<file path="config.mk">
export PLATFORM = sky130hd
export DESIGN_NAME = linear_layer_sequencer
export DESIGN_NICKNAME = d
export VERILOG_FILES = /design/src/rtl/linear_layer_sequencer.sv
export SDC_FILE = /design/constraint.sdc
export NUM_CORES = 1
export LEC_CHECK = 0
export ABC_AREA = 1
export ABC_CLOCK_PERIOD_IN_PS = 5000
export CORE_MARGIN = 4
export CORE_UTILIZATION = 29
export CTS_CLUSTER_SIZE = 28
export DETAILED_ROUTE_END_ITERATION = 16
export DONT_BUFFER_PORTS = 1
export PLACE_DENSITY_LB_ADDON = 0.25
export SLEW_MARGIN = 10
export SYNTH_ARGS = -nofsm -noshare
export SYNTH_HDL_FRONTEND = slang
export SYNTH_SLANG_ARGS = --single-unit
export TNS_END_PERCENT = 1
</file>
<file path="constraint.sdc">
create_clock -name clk -period 5 [get_ports clk]
set_clock_uncertainty 0.2 [all_clocks]
set_input_delay 1 -clock clk [delete_from_list [all_inputs] [get_ports clk]]
set_output_delay 1 -clock clk [all_outputs]
set_load 0.01 [all_outputs]
</file>
<file path="src/rtl/linear_layer_sequencer.sv">
// Streams one pass of M weight rows (N weights + bias each) from a 1-cycle-latency BRAM to the MAC array.
// Optional `LINEAR_SEQ_STALL_CNT_EN adds a stall_cycles output counting backpressured cycles per pass.
module linear_layer_sequencer #(
  parameter int M              = 5,
  parameter int N              = 5,
  parameter int PRECISION      = 5,
  parameter int BIAS_PRECISION = 32,
  parameter int BRAM_WIDTH     = N*PRECISION+BIAS_PRECISION
) (
  input  logic                          clk,
  input  logic                          rst_n,
  input  logic                          start,
  output logic                          busy,
  output logic                          done,
  output logic                          mem_en,
  output logic [$clog2(M)-1:0]          mem_addr,
  input  logic [BRAM_WIDTH-1:0]         mem_dout,
  output logic                          out_valid,
  input  logic                          out_ready,
  output logic [N*PRECISION-1:0]        out_weights,
  output logic [BIAS_PRECISION-1:0]     out_bias,
  output logic [$clog2(M)-1:0]          out_row,
  output logic                          out_last
`ifdef LINEAR_SEQ_STALL_CNT_EN
  ,
  output logic [31:0]                   stall_cycles
`endif
);

  localparam int ROW_W = $clog2(M);
  localparam logic [ROW_W-1:0] LAST_ROW = ROW_W'(M-1);

  typedef enum logic [1:0] {IDLE, FETCH, DRAIN, DONE} state_t;

  typedef struct packed {
    logic [N*PRECISION-1:0]    weights;
    logic [BIAS_PRECISION-1:0] bias;
    logic [ROW_W-1:0]          row;
    logic                      last;
  } entry_t;

  state_t           state_q;
  logic [ROW_W-1:0] addr_q;
  logic             busy_q;
  logic             done_q;

  entry_t           fifo_q [2];
  logic             rd_ptr_q;
  logic             wr_ptr_q;
  logic [1:0]       occ_q;
  logic [1:0]       occ_d;
  logic             inflight_q;
  logic [ROW_W-1:0] inflight_row_q;

  logic             push;
  logic             pop;
  logic             issue;
  logic [2:0]       credit_sum;
  entry_t           head;

  // Credit counts rows already committed to the buffer (stored or in flight),
  // so a read is only issued when a slot is guaranteed free on arrival.
  always_comb begin
    pop        = out_valid & out_ready;
    push       = inflight_q;
    credit_sum = {1'b0, occ_q} + {2'b00, inflight_q} - {2'b00, pop};
    issue      = (state_q == FETCH) && (credit_sum < 3'd2);
    occ_d      = occ_q + {1'b0, push} - {1'b0, pop};
    head       = fifo_q[rd_ptr_q];
  end

  assign mem_en      = issue;
  assign mem_addr    = addr_q;
  assign busy        = busy_q;
  assign done        = done_q;
  assign out_valid   = (occ_q != 2'd0);
  assign out_weights = head.weights;
  assign out_bias    = head.bias;
  assign out_row     = head.row;
  assign out_last    = head.last;

  // NOTE: sequential state uses non-blocking assignments only; combinational
  // values above use blocking assignments with every output assigned each pass.
  always_ff @(posedge clk or negedge rst_n) begin
    if (!rst_n) begin
      state_q <= IDLE;
      addr_q  <= '0;
      busy_q  <= 1'b0;
      done_q  <= 1'b0;
    end else begin
      case (state_q)
        IDLE: begin
          if (start) begin
            state_q <= FETCH;
            addr_q  <= '0;
            busy_q  <= 1'b1;
          end
        end
        FETCH: begin
          if (issue) begin
            if (addr_q == LAST_ROW) begin
              state_q <= DRAIN;
              addr_q  <= '0;
            end else begin
              addr_q  <= addr_q + 1'b1;
            end
          end
        end
        DRAIN: begin
          // The last row leaves with nothing behind it: the pass is complete.
          if (pop && (occ_q == 2'd1) && !inflight_q) begin
            state_q <= DONE;
            done_q  <= 1'b1;
          end
        end
        DONE: begin
          state_q <= IDLE;
          done_q  <= 1'b0;
          busy_q  <= 1'b0;
        end
        default: state_q <= IDLE;
      endcase
    end
  end

  // NOTE: the two buffer entries are reset because their contents drive the
  // out_* ports directly and must read as zero straight out of reset.
  always_ff @(posedge clk or negedge rst_n) begin
    if (!rst_n) begin
      for (int i = 0; i < 2; i++) fifo_q[i] <= '0;
      rd_ptr_q       <= 1'b0;
      wr_ptr_q       <= 1'b0;
      occ_q          <= 2'd0;
      inflight_q     <= 1'b0;
      inflight_row_q <= '0;
    end else begin
      inflight_q     <= issue;
      inflight_row_q <= addr_q;
      if (push) begin
        fifo_q[wr_ptr_q] <= '{weights: mem_dout[N*PRECISION-1:0],
                               bias:    mem_dout[N*PRECISION +: BIAS_PRECISION],
                               row:     inflight_row_q,
                               last:    (inflight_row_q == LAST_ROW)};
        wr_ptr_q <= ~wr_ptr_q;
      end
      if (pop) rd_ptr_q <= ~rd_ptr_q;
      occ_q <= occ_d;
    end
  end

  push_into_full: assert property (@(posedge clk) disable iff (!rst_n) !(push && (occ_q == 2'd2)));

`ifdef LINEAR_SEQ_STALL_CNT_EN
  logic [31:0] stall_q;

  always_ff @(posedge clk or negedge rst_n) begin
    if (!rst_n) begin
      stall_q <= '0;
    end else if ((state_q == IDLE) && start) begin
      stall_q <= '0;
    end else if (busy_q && out_valid && !out_ready && (stall_q != 32'hFFFF_FFFF)) begin
      stall_q <= stall_q + 32'd1;
    end
  end

  assign stall_cycles = stall_q;
`endif

endmodule

</file>
# Yosys cells after proc, flatten, opt, wreduce, memory -nomap -nowiden
# Index checks and enable logic that the tools add are counted.
[totals]
reg_bits = 137
inputBits = 61
elab_cells = 74
[classes]
add_sub_neg = 5
n_lt_le_gt_ge = 4
eq_ne = 10
n_mux = 19
bitwise_logic = 5
n_reduce_logical = 14
[ops]
columns = ["cell", "n"]
rows = [
  ["$mux W61", 4],
  ["$bwmux W122", 1],
  ["$demux W61 S1", 1],
  ["$mux W3", 3],
  ["$mux W2", 4],
  ["$pmux W2 S4", 1],
  ["$reduce_bool A2 Y1", 4],
  ["$eq A3 B3 Y1 const B", 2],
  ["$ne A2 B2 Y1 const B", 3],
  ["$pmux W3 S2", 1],
  ["$eq A2 B1 Y1 const B", 2],
  ["$eq A2 B2 Y1 const B", 2],
  ["$ge A2 B2 Y1 const B", 2],
  ["$logic_and A1 B1 Y1", 4],
  ["$not A1 Y2", 2],
  ["$pmux W1 S2", 2],
  ["$reduce_and A2 Y1", 2],
  ["$reduce_and A4 Y1", 1],
  ["$add A2 B1 Y3", 1],
  ["$add A3 B1 Y3 const B", 1],
  ["$lt A3 B2 Y1 const B", 1],
  ["$reduce_and A3 Y1", 1],
  ["$sub A3 B1 Y3", 1],
  ["$add A2 B1 Y2", 1],
  ["8 further kinds", 10],
]

# Depth between registers and ports, before layout
[logic_depth]
ltp_word = 7
mapped_depth = 13

# Least setup slack after synthesis
# Ideal clock, no wire load.
[synth_path]
path_type = "input-to-output"
startpoint = "input out_ready"
endpoint = "output mem_en"
t_arrival_ns = 2.142
t_required_ns = 3.800
path_slack_ns = 1.658
path_stages = 7
n_path_buf = 0
path_cell_list = "nand3_1 nand2_1 ha_1 fa_1 inv_1 nand3_1 nor2_1"
[synth_between]
elab_chain_len = 4
[synth_rtl]
columns = ["element", "line", "text"]
rows = [
  ["from (decl)", "19", "input logic out_ready,"],
  ["$and A1 B1 Y1", "64", "pop = out_valid & out_ready;"],
  ["$sub A3 B1 Y3", "66", "credit_sum = {1'b0, occ_q} + {2'b00, inflight_q} - {2'b00, pop};"],
  ["named net credit_sum[1]", "58", "logic [2:0] credit_sum;"],
  ["$lt A3 B2 Y1", "67", "issue = (state_q == FETCH) && (credit_sum < 3'd2);"],
  ["$logic_and A1 B1 Y1", "67", ""],
  ["to (decl)", "15", "output logic mem_en,"],
]
# The timed path passes the listed nets, and every way through them passes these cells.

# Final worst setup path
[layout_path]
startpoint = "register occ_q[1]"
endpoint = "output mem_en"
[layout_between]
elab_chain_len = 5
elab_cells_between_ends = 6
cone_classes = "add/sub (2); order compare (1); bitwise (1); reduce/logical (2)"
[layout_rtl]
columns = ["element", "line", "text"]
rows = [
  ["from (decl)", "50", "logic [1:0] occ_q;"],
  ["from (signal assigned)", "133", "occ_q <= 2'd0;"],
  ["from (signal assigned)", "147", "occ_q <= occ_d;"],
  ["$reduce_bool A2 Y1", "76", "assign out_valid = (occ_q != 2'd0);"],
  ["named net out_valid", "18", "output logic out_valid,"],
  ["$and A1 B1 Y1", "64", ""],
  ["$sub A3 B1 Y3", "66", ""],
  ["named net credit_sum[1]", "58", ""],
  ["$lt A3 B2 Y1", "67", ""],
  ["$logic_and A1 B1 Y1", "67", ""],
]
# The timed path passes the listed nets, and every way through them passes these cells.

==> flow_metrics.tcl <==
set metrics [dict create \
    status "finished, final reports clean" \
    die_h_um 153 \
    p_leak_nw 3.58 \
    pre_cts_slack_ns 1.46 \
    yosysWarnings 0 \
    cap_viol_max_count 0 \
    crit_required_ns 3.80 \
    die_w_um 153 \
    use_met3 0.0503 \
    crit_type "reg -> out" \
    antenna_left 0 \
    core_area_um2 20400 \
    clock-root-buffer "clkbuf_16" \
    wire_per_inst_um 14.0 \
    synth_common_cells "331 x nand2_1, 137 x dfrtp_1, 71 x inv_1" \
    postCtsSetupBuffers 0 \
    cts_buffers 17 \
    synth_flop_cell "dfrtp_1" \
    cts_sinks 137 \
    crit_arrival_ns 2.55 \
    cp_max_fo 3 \
    area_growth_pct 12.2 \
    async_flop_share 1.00 \
    grt_use_met1 0.170 \
    worst_pin_slew_ns 1.04 \
    synth_edf_count 0 \
    rsz0062_at_grt "no" \
    hp-class "in -> async" \
    synth_fp_nets 806 \
    grt_busiest_layer "met2" \
    yosysUniqueCellTypes 21 \
    max_slew_margin 0.304 \
    cts.path.max_buffers 2 \
    start_util 0.297 \
    n_antenna_cell 0 \
    numPortBuffers 0 \
    fin_crit_ns 3.75 \
    met2_usage 0.177 \
    yosysTopAreaCellShare 0.565 \
    setup_viol 0 \
    synth_area_leaders "dfrtp_1 56%, nand2_1 20%, o21ai_0 5.2%" \
    cts_max_level 4 \
    setup_slack_ns 1.25 \
    syn_inst 737 \
    final_cell_area_um2 6810 \
    final_nets 789 \
    ys_seq_area_frac 0.565 \
    drt-total-wl_mm 14.1 \
    whs_ns 0.0709 \
    grt_max_degree 138 \
    drive_gt1_frac 0.0764 \
    cp-end-kind "output pin" \
    grt_first_pass_wirelength_mm 23.2 \
    peakVddDrop_mv 0.337 \
    clk_latency_ns 0.41 \
    detailed_place.area_um2 6220 \
    grt_usage 0.123 \
    place.gp.congestion 0.710 \
    syn-mean-instance-area_um2 8.24 \
    clk_pin_slew_worst_paths_ns 0.06 \
    finalPower_mw 5.04 \
    yosysMostFrequentCell "nand2_1" \
    grt_pass1_vias 4367 \
    drc 0 \
    firstDrtPassIters 5 \
    dr_total_vias 4387 \
    dp_hpwl_mm 8.58 \
    viasPerCell 4.37 \
    cts_tree "yes" \
    fin_setup_tns_ns 0 \
    drtIter0Drc 185 \
    hold_viol_final 0 \
    cts_resized 0 \
    fmax_ghz 0.267 \
    hold_buffers 0 \
    rows 52 \
    ys_ff_latch 137 \
    powerDensity_nw_per_um2 740 \
    synth_area_um2 6070 \
    start_kind "flip-flop" \
    synth_top_cell_by_area "dfrtp_1" \
    finalCritPeriodShare 0.749 \
    slew_viol_final 0 \
    gr-total-overflow 0 \
    io_pins 129 \
    die_area_um2 23300 \
    antenna_found_initial 0 \
]
per-layer routing:
layer  share of wire  routed length, µm
met1            0.49               6920
met2            0.42               5970
met3           0.072               1010
met4           0.012                169
met5               0                  0
critical path, stage by stage (launching register included):
cell,delay (ns)
dfrtp_1,0.40
or2_2,0.36
nand3_1,0.14
nand2_1,0.07
ha_1,0.19
fa_1,0.46
inv_1,0.07
nand3_1,0.13
nor2_1,0.31
state kept, by name, summed over array words and instances (netlist names):
signal,cells
occ_q,2
busy,1
rd_ptr_q,1
wr_ptr_q,1
done,1
state_q,2
inflight_q,1
fifo_q,122
mem_addr,3
inflight_row_q,3
logic make-up after synthesis:
family,synth area share
AOI/OAI and AO/OA,0.114
xor gates and xnor gates,0.00144
adders and majority gates,0.0177
buffers and inverters,0.0833
DFF,0.565
and+or+nand+nor,0.219
final cells by class:
type / instances / area, µm²
Clock buffer: 19 / 443
Clock inverter: 13 / 144
Fill cell: 2203 / 13600
Inverter: 74 / 278
Multi-Input combinational cell: 486 / 2150
Sequential cell: 137 / 3430
Tap cell: 270 / 338
Timing Repair Buffer: 4 / 30.0
layout by cell type, fill, tap and decap left out:
master	count
a21oi_1	3
a21oi_2	1
buf_4	4
bufinv_16	2
clkbuf_1	1
clkbuf_16	17
clkbuf_8	1
clkinv_2	2
clkinv_4	1
clkinvlp_4	4
dfrtp_1	136
dfrtp_2	1
fa_1	1
ha_1	7
inv_1	71
inv_2	3
inv_6	4
nand2_1	330
nand2_4	1
nand3_1	9
nand4_1	1
nor2_1	5
o21ai_0	63
o21ai_1	49
o21ai_2	12
or2_2	2
or2_4	1
xor2_1	1
power by group:
part           internal, mW  leakage [nW]  switching, mW
clock network         0.752         0.277          0.499
registers              1.67          1.66          0.299
logic                 0.563          1.64           1.26
through the flow:
| step | instances | util |
|---|---|---|
| floorplan | 737 | - |
| global placement | 971 | 0.305 |
| detailed placement | 971 | 0.305 |
| CTS | 1003 | 0.333 |
| global route | 1003 | 0.333 |
| finish | 1003 | 0.333 |
worst paths after layout:
check | endpoint | slack [ns] | startpoint | cells after the start
worst min-delay path | fifo_q[104] | 0.07 | rst_n | 0
worst max-delay path | mem_en | 1.25 | occ_q[1] | 8
min in group clk | fifo_q[112] | 0.28 | fifo_q[112] | 2
max in group asynchronous | rd_ptr_q | 4.16 | rst_n | 0
worst min register to register | fifo_q[112] | 0.28 | fifo_q[112] | 2
worst max register to register | mem_addr[1] | 2.29 | occ_q[1] | 11
Note: power is estimated with default switching activity, not from simulation.
